## config.mk

```make
export PLATFORM = sky130hd
export DESIGN_NAME = cache_ctrl
export DESIGN_NICKNAME = d
export VERILOG_FILES = /design/src/rtl/cache_ctrl.sv
export SDC_FILE = /design/constraint.sdc
export NUM_CORES = 1
export LEC_CHECK = 0
export BUFFER_PORTS_ARGS = -buffer_cell sky130_fd_sc_hd__buf_2
export CAP_MARGIN = 20
export CORE_AREA = 4 4 127 129
export DETAILED_ROUTE_END_ITERATION = 7
export DIE_AREA = 0 0 131 133
export PLACE_DENSITY = 0.63
export REMOVE_ABC_BUFFERS = 1
export SYNTH_ARGS = -nofsm -noshare
export SYNTH_HDL_FRONTEND = slang
export SYNTH_SLANG_ARGS = --single-unit
```

## constraint.sdc

```tcl
create_clock -name clk -period 2.3 [get_ports clk]
set_clock_uncertainty 0.05 [all_clocks]
set_input_delay 0.46 -clock clk [delete_from_list [all_inputs] [get_ports clk]]
set_output_delay 0.46 -clock clk [all_outputs]
set_load 0.03 [all_outputs]
```

## src/rtl/cache_ctrl.sv

```systemverilog
// Cache management FSM for a 2-way set-associative cache: serves CPU loads/stores,
// writes back dirty victims and refills lines over a word-wide memory port.
module cache_ctrl #(
  parameter int unsigned ADDR_BITS  = 32,
  parameter int unsigned LINE_WORDS = 4,
  parameter int unsigned TAG_BITS   = 23
) (
  input  logic                 clk,
  input  logic                 rst,
  input  logic                 en_r,
  input  logic                 en_w,
  input  logic [ADDR_BITS-1:0] addr,
  input  logic [2:0]           u_b_h_w,
  input  logic [31:0]          data_w,
  output logic [31:0]          data_r,
  output logic                 stall,
  output logic [ADDR_BITS-1:0] cache_addr,
  output logic                 cache_load,
  output logic                 cache_edit,
  output logic                 cache_store,
  output logic                 cache_invalid,
  output logic [2:0]           cache_u_b_h_w,
  output logic [31:0]          cache_din,
  input  logic                 cache_hit,
  input  logic [31:0]          cache_dout,
  input  logic                 cache_valid,
  input  logic                 cache_dirty,
  input  logic [TAG_BITS-1:0]  cache_tag,
  output logic                 mem_cs,
  output logic                 mem_we,
  output logic [ADDR_BITS-1:0] mem_addr,
  output logic [31:0]          mem_dout,
  input  logic [31:0]          mem_din,
  input  logic                 mem_ack
);

  localparam int unsigned CntBits = $clog2(LINE_WORDS);
  localparam logic [CntBits-1:0] LastWord = CntBits'(LINE_WORDS - 1);

  typedef enum logic [2:0] {
    StIdle,
    StCheck,
    StWbRd,
    StWbWr,
    StFill
  } state_e;

  state_e               state_q, state_d;
  logic [CntBits-1:0]   cnt_q, cnt_d;
  logic [31:0]          data_r_q, data_r_d;
  logic [TAG_BITS-1:0]  victim_tag_q, victim_tag_d;
  logic                 req;
  logic [ADDR_BITS-1:0] line_addr;

  assign req       = en_r | en_w;
  assign line_addr = {addr[ADDR_BITS-1:4], cnt_q, 2'b00};

  always_ff @(posedge clk) begin
    if (rst) begin
      state_q      <= StIdle;
      cnt_q        <= '0;
      data_r_q     <= '0;
      victim_tag_q <= '0;
    end else begin
      state_q      <= state_d;
      cnt_q        <= cnt_d;
      data_r_q     <= data_r_d;
      victim_tag_q <= victim_tag_d;
    end
  end

  always_comb begin
    state_d       = state_q;
    cnt_d         = cnt_q;
    data_r_d      = data_r_q;
    victim_tag_d  = victim_tag_q;
    cache_addr    = addr;
    cache_load    = 1'b0;
    cache_edit    = 1'b0;
    cache_store   = 1'b0;
    cache_u_b_h_w = 3'b010;
    cache_din     = data_w;
    mem_cs        = 1'b0;
    mem_we        = 1'b0;
    mem_addr      = line_addr;

    unique case (state_q)
      StIdle: begin
        // Strobes stay quiet while reset is held even if the CPU keeps its request up.
        if (req && !rst) begin
          cache_load    = en_r;
          cache_edit    = en_w;
          cache_u_b_h_w = u_b_h_w;
          state_d       = StCheck;
        end
      end
      StCheck: begin
        cache_u_b_h_w = u_b_h_w;
        cnt_d         = '0;
        if (cache_hit) begin
          if (en_r) data_r_d = cache_dout;
          state_d = StIdle;
        end else if (cache_valid && cache_dirty) begin
          victim_tag_d = cache_tag;
          state_d      = StWbRd;
        end else begin
          state_d = StFill;
        end
      end
      StWbRd: begin
        cache_addr = line_addr;
        state_d    = StWbWr;
      end
      StWbWr: begin
        cache_addr = line_addr;
        mem_cs     = 1'b1;
        mem_we     = 1'b1;
        mem_addr   = {victim_tag_q, addr[8:4], cnt_q, 2'b00};
        if (mem_ack) begin
          cnt_d   = cnt_q + 1'b1;
          state_d = (cnt_q == LastWord) ? StFill : StWbRd;
        end
      end
      StFill: begin
        mem_cs = 1'b1;
        if (mem_ack) begin
          cache_store = 1'b1;
          cache_addr  = line_addr;
          cache_din   = mem_din;
          cnt_d       = cnt_q + 1'b1;
          if (cnt_q == LastWord) state_d = StIdle;
        end
      end
      default: state_d = StIdle;
    endcase
  end

  assign stall         = req & ~((state_q == StCheck) & cache_hit);
  assign data_r        = data_r_q;
  assign mem_dout      = cache_dout;
  assign cache_invalid = 1'b0;

endmodule
```

==> impl_metrics.toml, run 1 <==
[status]
status = "finished, final reports clean"

[power]
p_sw_mw = 1.11
power_leakage_nw = 2.77
pwr-share-clk_pct = 43.8
power.internal_mw = 2.57
power_density_nw_per_um2 = 626
fin_total_pwr_mw = 3.69
irDropWorstVdd_v = 0.000309
power_frac_comb_pct = 26.6
switching_share_pct = 30.2
seqPwrFrac_pct = 29.6

[drt]
wl_mm = 14.1
vias = 3798
viasPerCell = 4.34
drtIter0Drc = 135
route.detailed.drc = 0
avgRoutedWirePerCell_um = 16.1
drtPass1Iterations = 4
drtAntennaViolNets = 0

[clock_tree]
cts-root-buf = "clkbuf_16"
clkTransAtPathRegs_ns = 0.06
cts_num_sinks = 60
cts_made_buffers = 9
clock_latency_ns = 0.32
ctsLongestPathBuffers = 2
cts_tree = "built"
postCtsHoldBufs = 0
htreeDepth = 3

[worst_setup_path]
crit_buf_inv = 2
critPathSlowestCell = "and4bb_4"
r2r_end = "data_r[25]"
worstPathCellList = "and4bb_4 -> buf_12 -> mux2_2 -> buf_2"
r2r_start = "state_q[0]"
worstPathMaxFanout = 17
cp_data_required_time_ns = 1.79
slowest_delay_ns = 0.39
worstSetupPathType = "reg2out"
path_delay_family = "simple AND/OR/NAND/NOR gates"
critPathArrivalTime_ns = 1.76
cp-end-kind = "primary output"
start_kind = "flop"
rrSetupSlack_ns = 0.60
worstRegToRegCells = 5

[floorplanning]
die_area_um2 = 17400
die_h_um = 133
start_util_pct = 27.4
core-area_um2 = 15000
num_rows = 45
die_w_um = 131
io_pins = 332

[placed_design]
port_buffers = 313
dpl.hpwl_mm = 11.1
place.gp.congestion = 0.807

[yosys]
synthesis.area_um2 = 4120
ys_types = 40
yosys_warnings = 0
synth-seq-cells = 60
ys_seq_area_share_pct = 29.2
avgSynthCellArea_um2 = 9.52
synth_cells = 433

[global_routing]
gr-total-overflow = 0
grt_pass1_vias = 3751
grt_usage_pct = 15.1
grt_pass1_wl_mm = 19.8
antenna_found_initial = 6
grt_max_degree = 96

[timing]
worst_pin_slew_ns = 0.686
relSlewSlack_pct = 54.3
setup_viol = 0
period_share_pct = 98.7
slew_viol_final = 0
max_freq_mhz = 441
layout_min_cycle_time_ns = 2.27
final_hold_viol_count = 0
rsz0062_at_grt = "true"
tns_ns = 0

[flow_run]
maxCapViolCount = 0

[final_layout]
final_nets = 844
seq_area_um2 = 1210
multiInputGateArea_um2 = 2230
n_fill_cell = 1531
syn_to_final_growth_pct = 42.8
drive_above_1_share_pct = 56.4

[hold_path]
hold_class = "in2reg"
min_from = "cache_tag[11]"
hold_depth = 3
worst_hold_path.endpoint = "victim_tag_q[11]"
[repair_timing]
item,CTS,global route
resized for setup,20,3
endpoints found under the hold margin,0,0
buffers inserted,2,2
gates cloned,2,0
setup endpoints to repair,55,55
pin swaps,1,1
[per-layer routing]
metal,wire length [um],GRT usage [%]
met3,1230,4.16
met5,0,0
met4,375,6.91
met2,7420,28.0
met1,5110,15.3
[per-stage QoR]
step                instance area (um2)  std cells  setup slack (ns)  utilization, %  hold WS (ns)
floorplan                          3440        339            -0.484               -         0.395
global placement                   5370        852             0.196            35.7         0.407
detailed placement                 5370        852             0.178            35.7         0.408
CTS                                5850        872           -0.0139            38.9         0.313
global route                       5880        876           -0.0335            39.1         0.326
finish                             5880        876            0.0302            39.1         0.335
[registers in the layout (all words and copies together), names as in the netlist]
signal and flops:
state_q 3, data_r 32, victim_tag_q 23, cnt_q 2
[placed cells by master (no fill, tap or decap), types with 3 or more instances in the layout]
cell / n
nand2b_1: 111
clkbuf_16: 9
mux2_1: 31
dfxtp_1: 57
nand2_1: 4
a21oi_1: 6
mux2i_1: 55
conb_1: 3
buf_2: 301
nor2_1: 5
buf_12: 4
inv_1: 5
buf_4: 24
bufinv_16: 3
mux2_2: 26
and2_1: 3
[synth_stat cells]
cell type	instances	share of area, %
nand2b_1	111	17
o21ai_0	1	0.12
mux2_1	31	8.5
a311oi_1	1	0.21
or3b_1	1	0.21
buf_4	70	13
mux2i_1	55	13
nand2b_4	1	0.33
ha_1	1	0.30
conb_1	1	0.091
nor4_4	1	0.52
o21ai_1	1	0.12
nor3b_2	1	0.30
inv_1	6	0.55
nor4_1	1	0.15
buf_2	7	0.85
dfxtp_1	60	29
or4_1	1	0.18
and3_1	3	0.46
o21a_1	2	0.36
o211ai_1	1	0.18
o21ba_2	1	0.24
nor2_1	5	0.46
a31oi_1	1	0.15
a2111oi_0	1	0.21
nand3_1	1	0.12
a21oi_1	6	0.73
nor3_1	1	0.12
a21oi_2	1	0.21
or2_2	1	0.15
o22ai_1	1	0.15
nand3b_1	2	0.36
buf_6	7	1.9
nand2_1	4	0.36
and4bb_1	1	0.30
mux2_2	26	7.1
and2_1	3	0.46
inv_2	1	0.091
clkbuf_1	12	1.1
o311ai_0	1	0.21
[power groups by stage]
stage               registers (mW)  clock network [mW]  logic [mW]
finish                        1.09                1.61       0.979
global route                  1.10                1.72        1.05
CTS                           1.09                1.67       0.982
detailed placement            1.11                   0       0.957
global placement              1.11                   0       0.956
floorplan                     1.15                   0       0.433
[worst reg2reg max path, delay by kind of cell (launching register included)]
family	cells	cell delay [ns]
DFF	1	0.34
and+or+nand+nor	2	0.58
muxes	1	0.27
buffers and inverters	2	0.41
[layout make-up]
type | count | area share, %
antenna | 2 | 0.0851
tap | 188 | 4.00
sequential | 60 | 20.5
clock inverter | 5 | 1.83
inverter | 7 | 0.489
clock buffer | 11 | 4.30
multi-input combinational | 272 | 37.8
timing repair buffer | 331 | 31.0
[how the worst max path moves through the flow]
stage	slack (ns)	cells after the start	endpoint	start
floorplan	-0.48	3	cache_addr[2]	state_q[1]
global placement	0.20	5	cache_din[0]	mem_ack
detailed placement	0.18	5	cache_din[1]	mem_ack
CTS	-0.01	6	mem_addr[18]	state_q[2]
global route	-0.03	4	cache_din[7]	state_q[1]
finish	0.03	4	cache_din[31]	state_q[1]
[logic make-up (layout without fill, tap and decap cells)]
family / after synthesis / after routing / synth area share [%]
buffers and inverters: 103 / 354 / 17.2
muxes: 112 / 112 / 28.9
DFF: 60 / 60 / 29.2
AOI/OAI and AO/OA: 18 / 18 / 2.92
and+or+nand+nor: 138 / 138 / 21.3
adders and majority gates: 1 / 1 / 0.304
other: 1 / 5 / 0.0910
Note: power is estimated with default switching activity, not from simulation.
==> inputs of run 2 (changes only) <==
MAX_ROUTING_LAYER = met4   (was unset)
==> impl_metrics.toml, run 2 (same netlist as run 1, synthesis figures left out) <==
[final_layout]
finish.instance_area_um2 = 5890
drive_above_1_share_pct = 56.4
final_cell_mix = "buf_2, nand2b_1, dfxtp_1"
syn_to_final_growth_pct = 43.0
final_nets = 844
final_common_cell = "buf_2"
largest_register_ffs = 32
fin_cells = 879
final_core_util_pct = 39.2

[global_routing]
antenna_found_initial = 6
grt_pass1_vias = 3760
grt_pass1_wl_mm = 19.8
gr-total-overflow = 0
grt_max_degree = 96
grt_usage_pct = 15.5

[power]
switching_share_pct = 30.2
power.internal_mw = 2.57
power_frac_comb_pct = 26.6
power_leakage_nw = 2.77
power_density_nw_per_um2 = 626
seqPwrFrac_pct = 29.6
irDropWorstVdd_v = 0.000308
p_sw_mw = 1.11
pwr-share-clk_pct = 43.8

[worst_setup_path]
worstPathMaxFanout = 17
slowest_delay_ns = 0.39
start_kind = "flop"
worstRegToRegCells = 5
cp-end-kind = "primary output"
worstPathCellList = "and4bb_4 -> buf_12 -> mux2_2 -> buf_2"
startpoint = "state_q[1]"
r2r_end = "data_r[25]"
r2r_start = "state_q[0]"
cp.depth = 4
cp-endpoint = "cache_din[31]"
critPathSlowestCell = "and4bb_4"
crit_buf_inv = 2
rrSetupSlack_ns = 0.60
worstSetupPathType = "reg2out"
critPathArrivalTime_ns = 1.75
path_delay_family = "simple AND/OR/NAND/NOR gates"
cp_data_required_time_ns = 1.79

[placed_design]
place.gp.congestion = 0.818
dpl.hpwl_mm = 11.1
dp.cells = 852
placed_area_um2 = 5370
port_buffers = 313

[status]
status = "finished, final reports clean"

[floorplanning]
num_rows = 45
start_util_pct = 27.4
io_pins = 332
die_w_um = 131
die_h_um = 133
die_area_um2 = 17400
core-area_um2 = 15000

[clock_tree]
cts_made_buffers = 9
cts-root-buf = "clkbuf_16"
cts_tree = "built"
ctsLongestPathBuffers = 2
clkTransAtPathRegs_ns = 0.06
postCtsHoldBufs = 0
clock_latency_ns = 0.32
htreeDepth = 3
cts_num_sinks = 60

[drt]
drtAntennaViolNets = 0
route.detailed.drc = 0
wl_mm = 14.1
drtIter0Drc = 119
viasPerCell = 4.31
avgRoutedWirePerCell_um = 16.1
vias = 3792
drtPass1Iterations = 4

[timing]
whs_ns = 0.335
worst_pin_slew_ns = 0.689
setup_viol = 0
tns_ns = 0
final_hold_viol_count = 0
layout_min_cycle_time_ns = 2.26
period_share_pct = 98.4
slew_viol_final = 0
rsz0062_at_grt = "true"
max_freq_mhz = 442
relSlewSlack_pct = 54.1

[flow_run]
maxCapViolCount = 0

[hold_path]
hold_class = "in2reg"
run 2: cell count changes in the layout (fill, tap and decap cells not counted):
cell	previous run	this run
diode_2	2	5
run 2: worst min path at each step:
| stage | slack, ns | end | cells past startpoint | startpoint |
|---|---|---|---|---|
| after floorplan | 0.39 | victim_tag_q[0] | 2 | victim_tag_q[0] |
| after global placement | 0.41 | data_r[11] | 2 | data_r[11] |
| after detailed placement | 0.41 | data_r[26] | 2 | data_r[26] |
| after CTS | 0.31 | victim_tag_q[10] | 3 | cache_tag[10] |
| after global routing | 0.33 | victim_tag_q[7] | 3 | cache_tag[7] |
| final | 0.34 | victim_tag_q[11] | 3 | cache_tag[11] |
run 2: routing by layer:
metal / track usage (%) / vias to the layer above / wire [um] / part of all wire [%]
li1: - / 1879 / - / -
met1: 15.6 / 1683 / 5180 / 37
met4: 6.91 / 0 / 413 / 2.9
met5: - / - / 0 / 0
met3: 3.59 / 20 / 1120 / 8.0
met2: 28.0 / 210 / 7390 / 52
run 2: layout make-up:
class / instances / area (um2)
fill: 1531 / 9140
sequential: 60 / 1210
clock buffer: 11 / 253
clock inverter: 5 / 108
antenna: 5 / 12.5
tap: 188 / 235
inverter: 7 / 28.8
timing repair buffer: 331 / 1820
multi-input combinational: 272 / 2230
run 2: per-stage QoR:
step	power, mW	worst slack, ns
after global routing	3.86	-0.0335
after CTS	3.75	-0.0139
after detailed placement	2.07	0.178
final	3.69	0.0366
after global placement	2.07	0.196
after floorplan	1.58	-0.484
run 2: power groups by stage:
stage | combinational, mW | sequential (mW) | clock, mW
detailed placement | 0.957 | 1.11 | 0
global route | 1.05 | 1.10 | 1.72
global placement | 0.956 | 1.11 | 0
finish | 0.979 | 1.09 | 1.62
floorplan | 0.433 | 1.15 | 0
CTS | 0.982 | 1.09 | 1.67
run 2: worst min-delay path, stage by stage:
cell	delay, ns
buf_2	0.09
nand2b_1	0.05
mux2i_1	0.06
run 2: timing repair:
item,in CTS,in global routing
gates cloned,2,0
resized for setup,20,3
pin swaps,1,1
hold endpoints to repair,0,0
buffers inserted,2,2
setup endpoints to repair,55,55
==> inputs of run 3 (changes only) <==
CORE_AREA = 2 2 128 130   (was 4 4 127 129)
DIE_AREA = 0 0 130 132   (was 0 0 131 133)
GPL_ROUTABILITY_DRIVEN = 0   (was unset)
PLACE_DENSITY = 0.61   (was 0.63)
==> impl_metrics.toml, run 3 (same netlist as run 1, synthesis figures left out) <==
[status]
status = "finished, violations left"
violations = "negative setup slack"

[timing]
whs_ns = 0.336
layout_min_cycle_time_ns = 2.35
period_share_pct = 102
max_freq_mhz = 425
final_hold_viol_count = 0
rsz0062_at_grt = "true"
fin_ws_ns = -0.0505
setup_viol = 28
slew_viol_final = 0
tns_ns = -0.447

[global_routing]
grt_pass1_wl_mm = 17.3
grt_pass1_vias = 3510
antenna_found_initial = 1
grt_usage_pct = 13.5
grt_max_degree = 102
gr-total-overflow = 0

[drt]
wl_met2_mm = 6.74
drt-met1-wl_mm = 5.03
route.detailed.drc = 0
viasPerCell = 4.25
vias = 3843
avgRoutedWirePerCell_um = 14.4
maxUsedRoutingLayer = "met4"
wl_mm = 13.0
drtIter0Drc = 104
route.met3.wl_mm = 1.05
drtAntennaViolNets = 0
drtPass1Iterations = 4

[clock_tree]
ctsLongestPathBuffers = 2
postCtsHoldBufs = 0
cts_tree = "built"
cts-root-buf = "clkbuf_16"
clkTransAtPathRegs_ns = 0.06
cts_made_buffers = 9
cts_num_sinks = 60
clock_latency_ns = 0.33
htreeDepth = 3

[final_layout]
final_common_cell = "buf_2"
n_fill_cell = 1572
final_cell_mix = "buf_2, nand2b_1, dfxtp_1"
syn_to_final_growth_pct = 51.3
drive_above_1_share_pct = 60.8
seq_area_um2 = 1210
final_nets = 847
finish.instance_area_um2 = 6230
multiInputGateArea_um2 = 2360
antennaDiodeCount = 0
largest_register_ffs = 32
final_core_util_pct = 39.7

[placed_design]
place_ws_ns = 0.200
port_buffers = 313
placed_area_um2 = 5410
dpl.hpwl_mm = 9.23

[power]
power_density_nw_per_um2 = 578
switching_share_pct = 32.9
power_leakage_nw = 2.93
irDropWorstVdd_v = 0.000383
seqPwrFrac_pct = 30.3
p_sw_mw = 1.18
pwr-share-clk_pct = 38.1
power_frac_comb_pct = 31.6
power.internal_mw = 2.42

[floorplanning]
num_rows = 46
start_util_pct = 26.2
die_area_um2 = 17200
die_w_um = 130
die_h_um = 132
core-area_um2 = 15700
io_pins = 332

[worst_setup_path]
critPathArrivalTime_ns = 1.84
cp-end-kind = "primary output"
worstPathMaxFanout = 8
start_kind = "flop"
cp_data_required_time_ns = 1.79
worstSetupPathType = "reg2out"

[hold_path]
hold_class = "in2reg"

[flow_run]
maxCapViolCount = 0
-- run 3: path summary, 6_finish.rpt --
kind | start | to | slack [ns] | cells past startpoint
max | state_q[0] | cache_din[19] | -0.05 | 5
min | cache_tag[2] | victim_tag_q[2] | 0.34 | 3
max reg2reg | state_q[1] | victim_tag_q[0] | 0.55 | 5
min reg2reg | victim_tag_q[13] | victim_tag_q[13] | 0.42 | 2
-- run 3: routing by layer --
layer | track usage [%] | vias up
met1 | 13.6 | 1737
met2 | 24.8 | 214
met4 | 3.88 | 0
met5 | - | -
met3 | 4.06 | 18
li1 | - | 1874
-- run 3: what timing repair did --
| action | in CTS | in global routing |
|---|---|---|
| gates cloned | 0 | 3 |
| pin swaps | 0 | 1 |
| setup endpoints to repair | 56 | 58 |
| resized for setup | 36 | 82 |
| setup buffers | 1 | 7 |
-- run 3: critical path: stages, from the launching register on --
cell       delay, ns
dfxtp_4         0.35
and4bb_4        0.38
buf_8           0.15
clkbuf_16       0.17
mux2_4          0.31
buf_6           0.14
-- run 3: final cells by class --
| class | count | area share [%] |
|---|---|---|
| Timing Repair Buffer | 334 | 33.2 |
| Multi-Input combinational cell | 272 | 37.8 |
| Clock buffer | 9 | 3.61 |
| Clock inverter | 7 | 1.20 |
| Tap cell | 216 | 4.33 |
| Inverter | 7 | 0.462 |
| Sequential cell | 60 | 19.4 |
-- run 3: power by group through the flow --
stage / Clock [mW] / Sequential [mW] / Combinational (mW)
after floorplan: 0 / 1.15 / 0.433
after global placement: 0 / 1.11 / 0.952
after detailed placement: 0 / 1.11 / 0.954
after CTS: 1.42 / 1.09 / 0.988
after global routing: 1.47 / 1.09 / 1.20
final: 1.37 / 1.09 / 1.14
-- run 3: per-stage QoR --
step                      std cells  total power, mW
final                           905             3.60
after global routing            905             3.77
after CTS                       895             3.50
after detailed placement        878             2.07
after global placement          878             2.07
after floorplan                 339             1.58
